--- src/rtl/adder_pkg.sv ---
// ---------------------------------------------------------------------------
// adder_pkg : shared FSM state type and nibble constants (Rev 1.0)
// ---------------------------------------------------------------------------
`default_nettype none

package adder_pkg;

  localparam int NIB = 4;

  typedef enum logic [1:0] {
    ST_IDLE = 2'd0,
    ST_ADD  = 2'd1,
    ST_DONE = 2'd2
  } state_t;

  function automatic int num_nib(input int width);
    return width / NIB;
  endfunction

endpackage

`default_nettype wire

--- src/rtl/fourbit_s.sv ---
// ---------------------------------------------------------------------------
// fourbit_s : 4-bit carry-select adder slice (Rev 1.0)
// ---------------------------------------------------------------------------
`default_nettype none

module fourbit_s (
  input  logic [3:0] a_i,
  input  logic [3:0] b_i,
  input  logic       cin_i,
  output logic [3:0] s_o,
  output logic       cout_o
);

  logic [2:0] w_lo;
  logic [2:0] w_hi0;
  logic [2:0] w_hi1;
  logic [2:0] w_hi;

  // Upper pair is computed for both carry values and picked by the lower carry.
  always_comb begin
    w_lo   = {1'b0, a_i[1:0]} + {1'b0, b_i[1:0]} + {2'b00, cin_i};
    w_hi0  = {1'b0, a_i[3:2]} + {1'b0, b_i[3:2]};
    w_hi1  = {1'b0, a_i[3:2]} + {1'b0, b_i[3:2]} + 3'd1;
    w_hi   = w_lo[2] ? w_hi1 : w_hi0;
    s_o    = {w_hi[1:0], w_lo[1:0]};
    cout_o = w_hi[2];
  end

endmodule

`default_nettype wire

--- src/rtl/nibble_serial_adder.sv ---
// ---------------------------------------------------------------------------
// nibble_serial_adder : multi-cycle adder, one nibble per cycle, LSB first (Rev 1.0)
// ---------------------------------------------------------------------------
`default_nettype none

module nibble_serial_adder
  import adder_pkg::*;
#(
  parameter int WIDTH = 16
) (
  input  logic             Clk,
  input  logic             Reset_n,
  input  logic             Start,
  input  logic [WIDTH-1:0] A,
  input  logic [WIDTH-1:0] B,
  input  logic             Cin,
  output logic             Busy,
  output logic             Done,
  output logic [WIDTH-1:0] Sum,
  output logic             Cout
);

  localparam int NUM_NIB = num_nib(WIDTH);
  localparam int CNT_W   = (NUM_NIB > 1) ? $clog2(NUM_NIB) : 1;
  localparam logic [CNT_W-1:0] LAST_CNT = CNT_W'(NUM_NIB - 1);

  state_t           state_q, state_d;
  logic [CNT_W-1:0] count_q, count_d;
  logic             carry_q, carry_d;
  logic [WIDTH-1:0] a_sh_q, a_sh_d;
  logic [WIDTH-1:0] b_sh_q, b_sh_d;
  logic [WIDTH-1:0] acc_q, acc_d;
  logic [WIDTH-1:0] sum_q, sum_d;
  logic             cout_q, cout_d;

  logic [NIB-1:0]   slice_s;
  logic             slice_cout;
  logic [WIDTH-1:0] acc_next;

  fourbit_s u_slice (
    .a_i    (a_sh_q[NIB-1:0]),
    .b_i    (b_sh_q[NIB-1:0]),
    .cin_i  (carry_q),
    .s_o    (slice_s),
    .cout_o (slice_cout)
  );

  assign acc_next = {slice_s, acc_q[WIDTH-1:NIB]};

  always_ff @(posedge Clk or negedge Reset_n) begin
    if (!Reset_n) begin
      state_q <= ST_IDLE;
      count_q <= '0;
      carry_q <= 1'b0;
      a_sh_q  <= '0;
      b_sh_q  <= '0;
      acc_q   <= '0;
      sum_q   <= '0;
      cout_q  <= 1'b0;
    end else begin
      state_q <= state_d;
      count_q <= count_d;
      carry_q <= carry_d;
      a_sh_q  <= a_sh_d;
      b_sh_q  <= b_sh_d;
      acc_q   <= acc_d;
      sum_q   <= sum_d;
      cout_q  <= cout_d;
    end
  end

  always_comb begin
    state_d = state_q;
    count_d = count_q;
    carry_d = carry_q;
    a_sh_d  = a_sh_q;
    b_sh_d  = b_sh_q;
    acc_d   = acc_q;
    sum_d   = sum_q;
    cout_d  = cout_q;

    case (state_q)
      ST_IDLE, ST_DONE: begin
        // DONE accepts a new op exactly like IDLE so ops can run back to back.
        if (Start) begin
          a_sh_d  = A;
          b_sh_d  = B;
          carry_d = Cin;
          count_d = '0;
          acc_d   = '0;
          state_d = ST_ADD;
        end else begin
          state_d = ST_IDLE;
        end
      end
      ST_ADD: begin
        acc_d   = acc_next;
        carry_d = slice_cout;
        a_sh_d  = a_sh_q >> NIB;
        b_sh_d  = b_sh_q >> NIB;
        count_d = count_q + CNT_W'(1);
        if (count_q == LAST_CNT) begin
          sum_d   = acc_next;
          cout_d  = slice_cout;
          count_d = '0;
          state_d = ST_DONE;
        end
      end
      default: state_d = ST_IDLE;
    endcase
  end

  assign Busy = (state_q == ST_ADD);
  assign Done = (state_q == ST_DONE);
  assign Sum  = sum_q;
  assign Cout = cout_q;

endmodule

`default_nettype wire

--- config.mk ---
export PLATFORM = sky130hd
export DESIGN_NAME = nibble_serial_adder
export DESIGN_NICKNAME = d
export VERILOG_FILES = /design/src/rtl/adder_pkg.sv /design/src/rtl/fourbit_s.sv /design/src/rtl/nibble_serial_adder.sv
export SDC_FILE = /design/constraint.sdc
export NUM_CORES = 1
export LEC_CHECK = 0
export ABC_AREA = 1
export CAP_MARGIN = 10
export CELL_PAD_IN_SITES_DETAIL_PLACEMENT = 1
export CELL_PAD_IN_SITES_GLOBAL_PLACEMENT = 1
export CORE_MARGIN = 5
export CORE_UTILIZATION = 39
export CTS_BUF_LIST = sky130_fd_sc_hd__clkbuf_16
export DETAILED_ROUTE_END_ITERATION = 12
export GPL_TIMING_DRIVEN = 0
export HOLD_SLACK_MARGIN = 0.15
export PLACE_DENSITY_LB_ADDON = 0.1
export SLEW_MARGIN = 10
export SYNTH_ARGS = -nofsm -noshare
export SYNTH_HDL_FRONTEND = slang
export SYNTH_HIERARCHICAL = 1
export SYNTH_SLANG_ARGS = --single-unit
--- constraint.sdc ---
create_clock -name Clk -period 2.35 [get_ports Clk]
set_input_delay 0.5875 -clock Clk [delete_from_list [all_inputs] [get_ports Clk]]
set_output_delay 0.5875 -clock Clk [all_outputs]
set_load 0.03 [all_outputs]
==> results of run 1 <==
-- stage by stage --
stage          worst slack (ps)  area (sq um)
6_report                    137          4190
5_1_grt                    42.6          4190
4_1_cts                    15.7          4190
3_5_place_dp               49.5          3890
3_3_place_gp              -1670          3870
2_1_floorplan               566          3200
-- logic make-up after synthesis --
group,share of synthesized area (%)
AOI/OAI and AO/OA,7.00
xor gates and xnor gates,0.274
adders and majority gates,3.05
buffers and inverters,12.9
DFF,51.6
and+or+nand+nor,25.2
-- cell usage in the layout (no fill, tap or decap), types with 3 or more instances in the layout --
cell | Yosys | final
ha_1 | 3 | 3
buf_4 | 2 | 3
inv_1 | 72 | 73
dfrtp_1 | 66 | 66
o21ai_0 | 7 | 7
clkbuf_16 | 0 | 9
o21ai_2 | 13 | 13
clkdlybuf4s50_1 | 0 | 51
buf_6 | 6 | 6
nand3_1 | 51 | 51
fa_1 | 3 | 3
o21ai_1 | 15 | 15
buf_2 | 5 | 5
nand2_1 | 130 | 130
-- what timing repair did --
action	4_1_cts	5_1_grt
hold buffers	0	0
gates resized for setup	3	1
setup endpoints to repair	2	2
-- sequential cells by signal, indices dropped and copies added, names as in the netlist --
register  count
count_q       2
carry_q       1
b_sh_q       16
state_q       2
a_sh_q       16
Sum          16
Cout          1
acc_q        12
-- worst paths after layout --
kind	end	from	slack (ps)
worst max-delay path	Busy	state_q[0]	140
worst min-delay path	Sum[0]	Reset_n	180
worst max register to register	carry_q	a_sh_q[2]	310
worst min register to register	b_sh_q[4]	b_sh_q[4]	480
max in group asynchronous	a_sh_q[4]	Reset_n	1630
min in group Clk	b_sh_q[4]	b_sh_q[4]	480
-- final cells by class --
type                            instances  area share [%]
Sequential cell                        66            39.5
Buffer                                 15            2.75
Tap cell                              105            3.14
Multi-Input combinational cell        230            27.1
Timing Repair Buffer                   55            13.2
Clock buffer                            9            5.38
Clock inverter                          7            2.03
Inverter                               75            6.91
-- layer usage --
layer	global-route usage, %	part of all wire [%]
met5	0	0
met4	6.22	1.6
met3	2.63	2.9
met2	30.5	53
met1	20.7	43
-- power by group through the flow --
stage | clock (W) | combinational (W) | sequential (W)
after floorplan | 0 | 0.00202 | 0.00218
after global placement | 0 | 0.00315 | 0.00195
after detailed placement | 0 | 0.00328 | 0.00198
after CTS | 0.00143 | 0.00332 | 0.00196
after global routing | 0.00149 | 0.00365 | 0.00201
final | 0.00141 | 0.00323 | 0.00195
==> impl_metrics.json, run 1 <==
{
  "status": "completed",
  "synth_area_leaders": "dfrtp_1 52%, nand2_1 15%, inv_1 8.4%",
  "crit_required_ps": 1760,
  "netSwitchingPower_w": 0.00280,
  "multi_input_comb_area_sq_um": 1140,
  "seqCellArea_sq_um": 1650,
  "drc": 0,
  "cts-root-buf": "clkbuf_16",
  "drive_above_1_share_pct": 11.2,
  "yosys.area.top_type": "dfrtp_1",
  "start_util_pct": 39.5,
  "clkPwrFrac_pct": 21.4,
  "synth_ff_type": "dfrtp_1",
  "row_count": 33,
  "fin_crit_sh_pct": 94.2,
  "cp.depth": 5,
  "num_antenna_cells": 0,
  "finalWirelength_mm": 7.95,
  "die_w_microns": 101,
  "die_h_microns": 101,
  "path_max_fanout": 19,
  "cts_setup_buffers": 0,
  "hold_viol_final": 0,
  "netlist_instances": 388,
  "ios": 55,
  "die-area_sq_um": 10100,
  "grt_pass1_vias": 2836,
  "tns_ps": 0,
  "rsz0062_at_grt": "false",
  "worstPathCellList": "buf_6 -> inv_4 -> nor2_4 -> buf_2 -> clkbuf_2",
  "slowest_stage": "dfrtp_1",
  "clkTransAtPathRegs_ps": 60,
  "path_class": "reg2out",
  "antenna_found_initial": 0,
  "crit_arrival_ps": 1630,
  "dp_hpwl_mm": 5.72,
  "hp-class": "in2async",
  "netSwitchingFraction_pct": 42.4,
  "yosysMostFrequentCell": "nand2_1",
  "vias_per_cell": 4.71,
  "synth.cell_area_sq_um": 3200,
  "cts_buffer_depth": 2,
  "crit_buf_inv": 4,
  "async_flop_share_pct": 100,
  "final_nets": 494,
  "post-route-util_pct": 51.7,
  "start_kind": "flip-flop",
  "synth-seq-cells": 66,
  "worst_slew_pin_slew_ps": 449,
  "drv_slew": 0,
  "grt_pass1_wl_mm": 13.5,
  "portBuffers": 54,
  "synth_edf_count": 0,
  "sequentialPowerShare_pct": 29.6,
  "syn_to_final_growth_pct": 30.8,
  "p_per_area_nw_per_um2": 1580,
  "ys_types": 23,
  "coreArea_sq_um": 8090,
  "critical-path-top-delay-family": "buffers and inverters",
  "cp-end-kind": "primary output",
  "clock.fmax_ghz": 0.452,
  "insertion_delay_ps": 330,
  "routedWlPerCell_microns": 14.1,
  "fillers": 996,
  "p_leak_nw": 2.19,
  "reg2reg_depth": 11,
  "synth_fp_nets": 430,
  "pwr-share-comb_pct": 49.0,
  "place_congestion": 0.783,
  "period_minus_slack_ps": 2210,
  "critPathMaxStageDelay_ps": 330,
  "syn-mean-instance-area_sq_um": 8.25,
  "instances_no_fill": 562,
  "cts_inserted_buffers": 9,
  "place_inst": 548,
  "ys_seq_area_share_pct": 51.6,
  "slew_headroom_pct": 70.1,
  "synthTopCellsByCount": "130 x nand2_1, 72 x inv_1, 66 x dfrtp_1",
  "finalSetupViolations": 0,
  "max_cap_violations": 0,
  "cts_tree": "yes",
  "cts_sinks": 66,
  "first_pass_iters": 4,
  "synth_top_cell_area_share_pct": 51.6,
  "grt_use_total_pct": 17.1,
  "worst_hold_slack_ps": 178,
  "total_power_w": 0.00660,
  "htree_levels": 3,
  "gr-total-overflow": 0,
  "grt_max_degree": 40,
  "yosys_warnings": 6,
  "drtAntennaViolNets": 0,
  "dr_total_vias": 2647,
  "skew_ps": 4.61,
  "intPower_w": 0.00380,
  "peakVddDrop_v": 0.000615,
  "drt_first_iter_violations": 81
}
Power figures use the tool's default switching activity.
==> run 2, diff against run 1 <==
--- a/config.mk
+++ b/config.mk
@@ -5,13 +5,14 @@
 export SDC_FILE = /design/constraint.sdc
 export NUM_CORES = 1
 export LEC_CHECK = 0
-export ABC_AREA = 1
+export ABC_AREA = 0
 export CAP_MARGIN = 10
 export CELL_PAD_IN_SITES_DETAIL_PLACEMENT = 1
 export CELL_PAD_IN_SITES_GLOBAL_PLACEMENT = 1
 export CORE_MARGIN = 5
-export CORE_UTILIZATION = 39
+export CORE_UTILIZATION = 42
 export CTS_BUF_LIST = sky130_fd_sc_hd__clkbuf_16
+export CTS_CLUSTER_DIAMETER = 80
 export DETAILED_ROUTE_END_ITERATION = 12
 export GPL_TIMING_DRIVEN = 0
 export HOLD_SLACK_MARGIN = 0.15
==> run 2 against run 1 <==
  * Clock-buffer cell count unchanged
  * Clock power down 7%
  * Die area fell by 9.8%
  * Largest cell class unchanged
  * Combinational power down 12%
  * Sequential power grew 5%
  * First-iteration DRC count down 52%
  * Worst setup slack worse by 2.1 ps
  * Fmax about the same
  * Cell count decreased by 26%
  * Non-clock buffer count is 2 higher
  * Sequential cell count is the same
  * Critical endpoint is now Done
  * Routed wire length increased by 0.40%
==> impl_metrics.json, run 2 <==
{
  "met2WireLength_mm": 3.99,
  "yosys.area_share.simple_pct": 8.88,
  "hold_viol_final": 0,
  "vias_per_cell": 5.40,
  "syn-mean-instance-area_sq_um": 12.3,
  "highest_layer": "met4",
  "preCtsSetupSlack_ps": -11.8,
  "yosysMostFrequentCell": "dfrtp_1",
  "slew_headroom_pct": 64.9,
  "row_count": 31,
  "period_minus_slack_ps": 2220,
  "cts_tree": "yes",
  "ios": 55,
  "start_kind": "flip-flop",
  "final_common_cell": "dfrtp_1",
  "grt_max_degree": 36,
  "async_flop_share_pct": 100,
  "netSwitchingPower_w": 0.00237,
  "synth_top_family_by_area": "multiplexers",
  "drc": 0,
  "synth_ff_type": "dfrtp_1",
  "yosys_warnings": 6,
  "hp-class": "in2async",
  "insertion_delay_ps": 330,
  "synth_fp_nets": 291,
  "routedWlPerCell_microns": 19.1,
  "drtAntennaViolNets": 0,
  "cts_sinks": 66,
  "r2r-end": "Sum[15]",
  "r2r_start": "a_sh_q[2]",
  "drt_first_iter_violations": 39,
  "worst_slew_pin_slew_ps": 526,
  "synth_area_leaders": "dfrtp_1 54%, mux2i_1 5.5%, a22o_1 5.1%",
  "start_util_pct": 42.8,
  "finalSetupViolations": 0,
  "muxShareOfSynthArea_pct": 15.2,
  "path_class": "reg2out",
  "peakVddDrop_v": 0.000511,
  "die-area_sq_um": 9130,
  "worst_hold_slack_ps": 201,
  "coreArea_sq_um": 7180,
  "synth_compound_area_share_pct": 14.3,
  "ys_seq_area_share_pct": 53.7,
  "ys_types": 35,
  "drive_above_1_share_pct": 18.5,
  "clkTransAtPathRegs_ps": 50,
  "rsz0062_at_grt": "false",
  "final_nets": 356,
  "p_leak_nw": 1.78,
  "gr-total-overflow": 0,
  "path_max_fanout": 19,
  "synthTopCellsByCount": "66 x dfrtp_1, 18 x a22o_1, 17 x mux2i_1",
  "worstPathCellList": "buf_6 -> buf_4 -> nor2b_1 -> clkdlybuf4s15_2",
  "synth_adder_area_share_pct": 3.18,
  "status": "completed",
  "antenna_found_initial": 0,
  "htree_levels": 3,
  "skew_ps": 4.09,
  "place_congestion": 0.761,
  "wl_met3_microns": 261,
  "num_antenna_cells": 0,
  "dp_hpwl_mm": 5.55,
  "portBuffers": 54,
  "pwr-share-comb_pct": 45.8,
  "cp-end-kind": "primary output",
  "max_cap_violations": 0,
  "grt_pass1_vias": 2528,
  "fillers": 761,
  "first_pass_iters": 4,
  "reg2reg_depth": 5,
  "syn_to_final_growth_pct": 31.4,
  "critPathMaxStageDelay_ps": 330,
  "setup_ws_ps": 135,
  "crit_arrival_ps": 1630,
  "holdBufCountCts": 0,
  "sequentialPowerShare_pct": 33.0,
  "wl_met1_mm": 3.55,
  "dr_total_vias": 2259,
  "clkPwrFrac_pct": 21.2,
  "r2r_slack_ps": 300,
  "synthXorXnorAreaFrac_pct": 0.570,
  "synth-seq-cells": 66,
  "slowest_stage": "dfrtp_1",
  "synth_edf_count": 0,
  "clock.fmax_ghz": 0.451,
  "crit_required_ps": 1760,
  "synth_top_cell_area_share_pct": 53.7,
  "netlist_instances": 249,
  "cts-root-buf": "clkbuf_16",
  "yosys.area.top_type": "dfrtp_1",
  "netSwitchingFraction_pct": 38.3,
  "p_per_area_nw_per_um2": 1530,
  "fin_crit_sh_pct": 94.3,
  "die_h_microns": 95.5,
  "cts_buffer_depth": 2,
  "synth.cell_area_sq_um": 3070,
  "grt_pass1_wl_mm": 13.0,
  "intPower_w": 0.00383,
  "drv_slew": 0,
  "final_cell_mix": "66 x dfrtp_1, 51 x clkdlybuf4s50_1, 18 x a22o_1",
  "finalWirelength_mm": 7.98,
  "die_w_microns": 95.5,
  "cts_inserted_buffers": 9,
  "grt_use_total_pct": 19.3
}
run 2: cell types whose count changed in the layout (fill, tap and decap cells not counted), sizes merged, moves of 7 or more:
cell	before	now
o22ai	0	8
a22o	0	18
mux2	0	23
nand2	134	4
nor2b	0	14
o21ai	35	5
inv	76	7
nor2	3	10
nor3	0	9
nand3	51	6
a211oi	0	13
a21oi	0	13
mux2i	0	17
run 2: kinds of logic (layout without fill, tap and decap cells):
logic type,count (synthesis),count (layout)
DFF,66,66
AOI/OAI and AO/OA,62,62
and+or+nand+nor,48,48
muxes,40,40
buffers and inverters,25,95
adders and majority gates,6,6
xor gates and xnor gates,2,2
run 2: cell type report:
type	instances	area, sq um	area share (%)
multi-input combinational	158	1290	32.0
clock inverter	7	70.1	1.73
buffer	17	92.6	2.29
tap	99	124	3.07
inverter	7	28.8	0.713
sequential	66	1650	40.9
clock buffer	9	225	5.58
timing repair buffer	55	554	13.7
run 2: worst max path at each step:
| stage | start | depth (start not counted) | to | slack [ps] |
|---|---|---|---|---|
| 2_1_floorplan | a_sh_q[2] | 5 | Sum[15] | 410 |
| 3_3_place_gp | Reset_n | 1 | a_sh_q[1] | -1600 |
| 3_5_place_dp | Start | 5 | a_sh_q[2] | -10 |
| 4_1_cts | state_q[1] | 5 | Busy | 0.5 |
| 5_1_grt | state_q[1] | 4 | Done | 30 |
| 6_report | state_q[1] | 4 | Done | 130 |
run 2: per-layer routing:
metal,GRT usage [%],up-vias
met5,0,-
met4,8.89,0
met3,3.31,15
met2,32.0,48
met1,24.6,1158
li1,-,1038
run 2: what timing repair did:
item | 4_1_cts | 5_1_grt
setup endpoints to repair | 2 | 2
buffers inserted | 0 | 0
resized for setup | 4 | 2
run 2: per-stage QoR:
step | instances | area [sq um] | power, W | setup TNS (ps) | utilization (%)
floorplan | 249 | 3070 | 0.00395 | 0 | -
global placement | 402 | 3740 | 0.00479 | -105370 | 52.1
detailed placement | 403 | 3750 | 0.00490 | -11.8 | 52.3
CTS | 419 | 4050 | 0.00628 | 0 | 56.4
global route | 418 | 4040 | 0.00661 | 0 | 56.3
finish | 418 | 4040 | 0.00620 | 0 | 56.3
run 2: power by group through the flow:
stage / sequential, W / combinational, W / clock, W
after floorplan: 0.00220 / 0.00175 / 0
final: 0.00205 / 0.00284 / 0.00131
after global placement: 0.00203 / 0.00275 / 0
after global routing: 0.00211 / 0.00310 / 0.00139
after CTS: 0.00206 / 0.00288 / 0.00134
after detailed placement: 0.00207 / 0.00283 / 0
run 2: worst max-delay path, delay by kind of cell, from the launching register on:
family,cells,cell delay [ps]
flip-flops,1,330
buffers and inverters,3,760
AND/OR/NAND/NOR,1,200
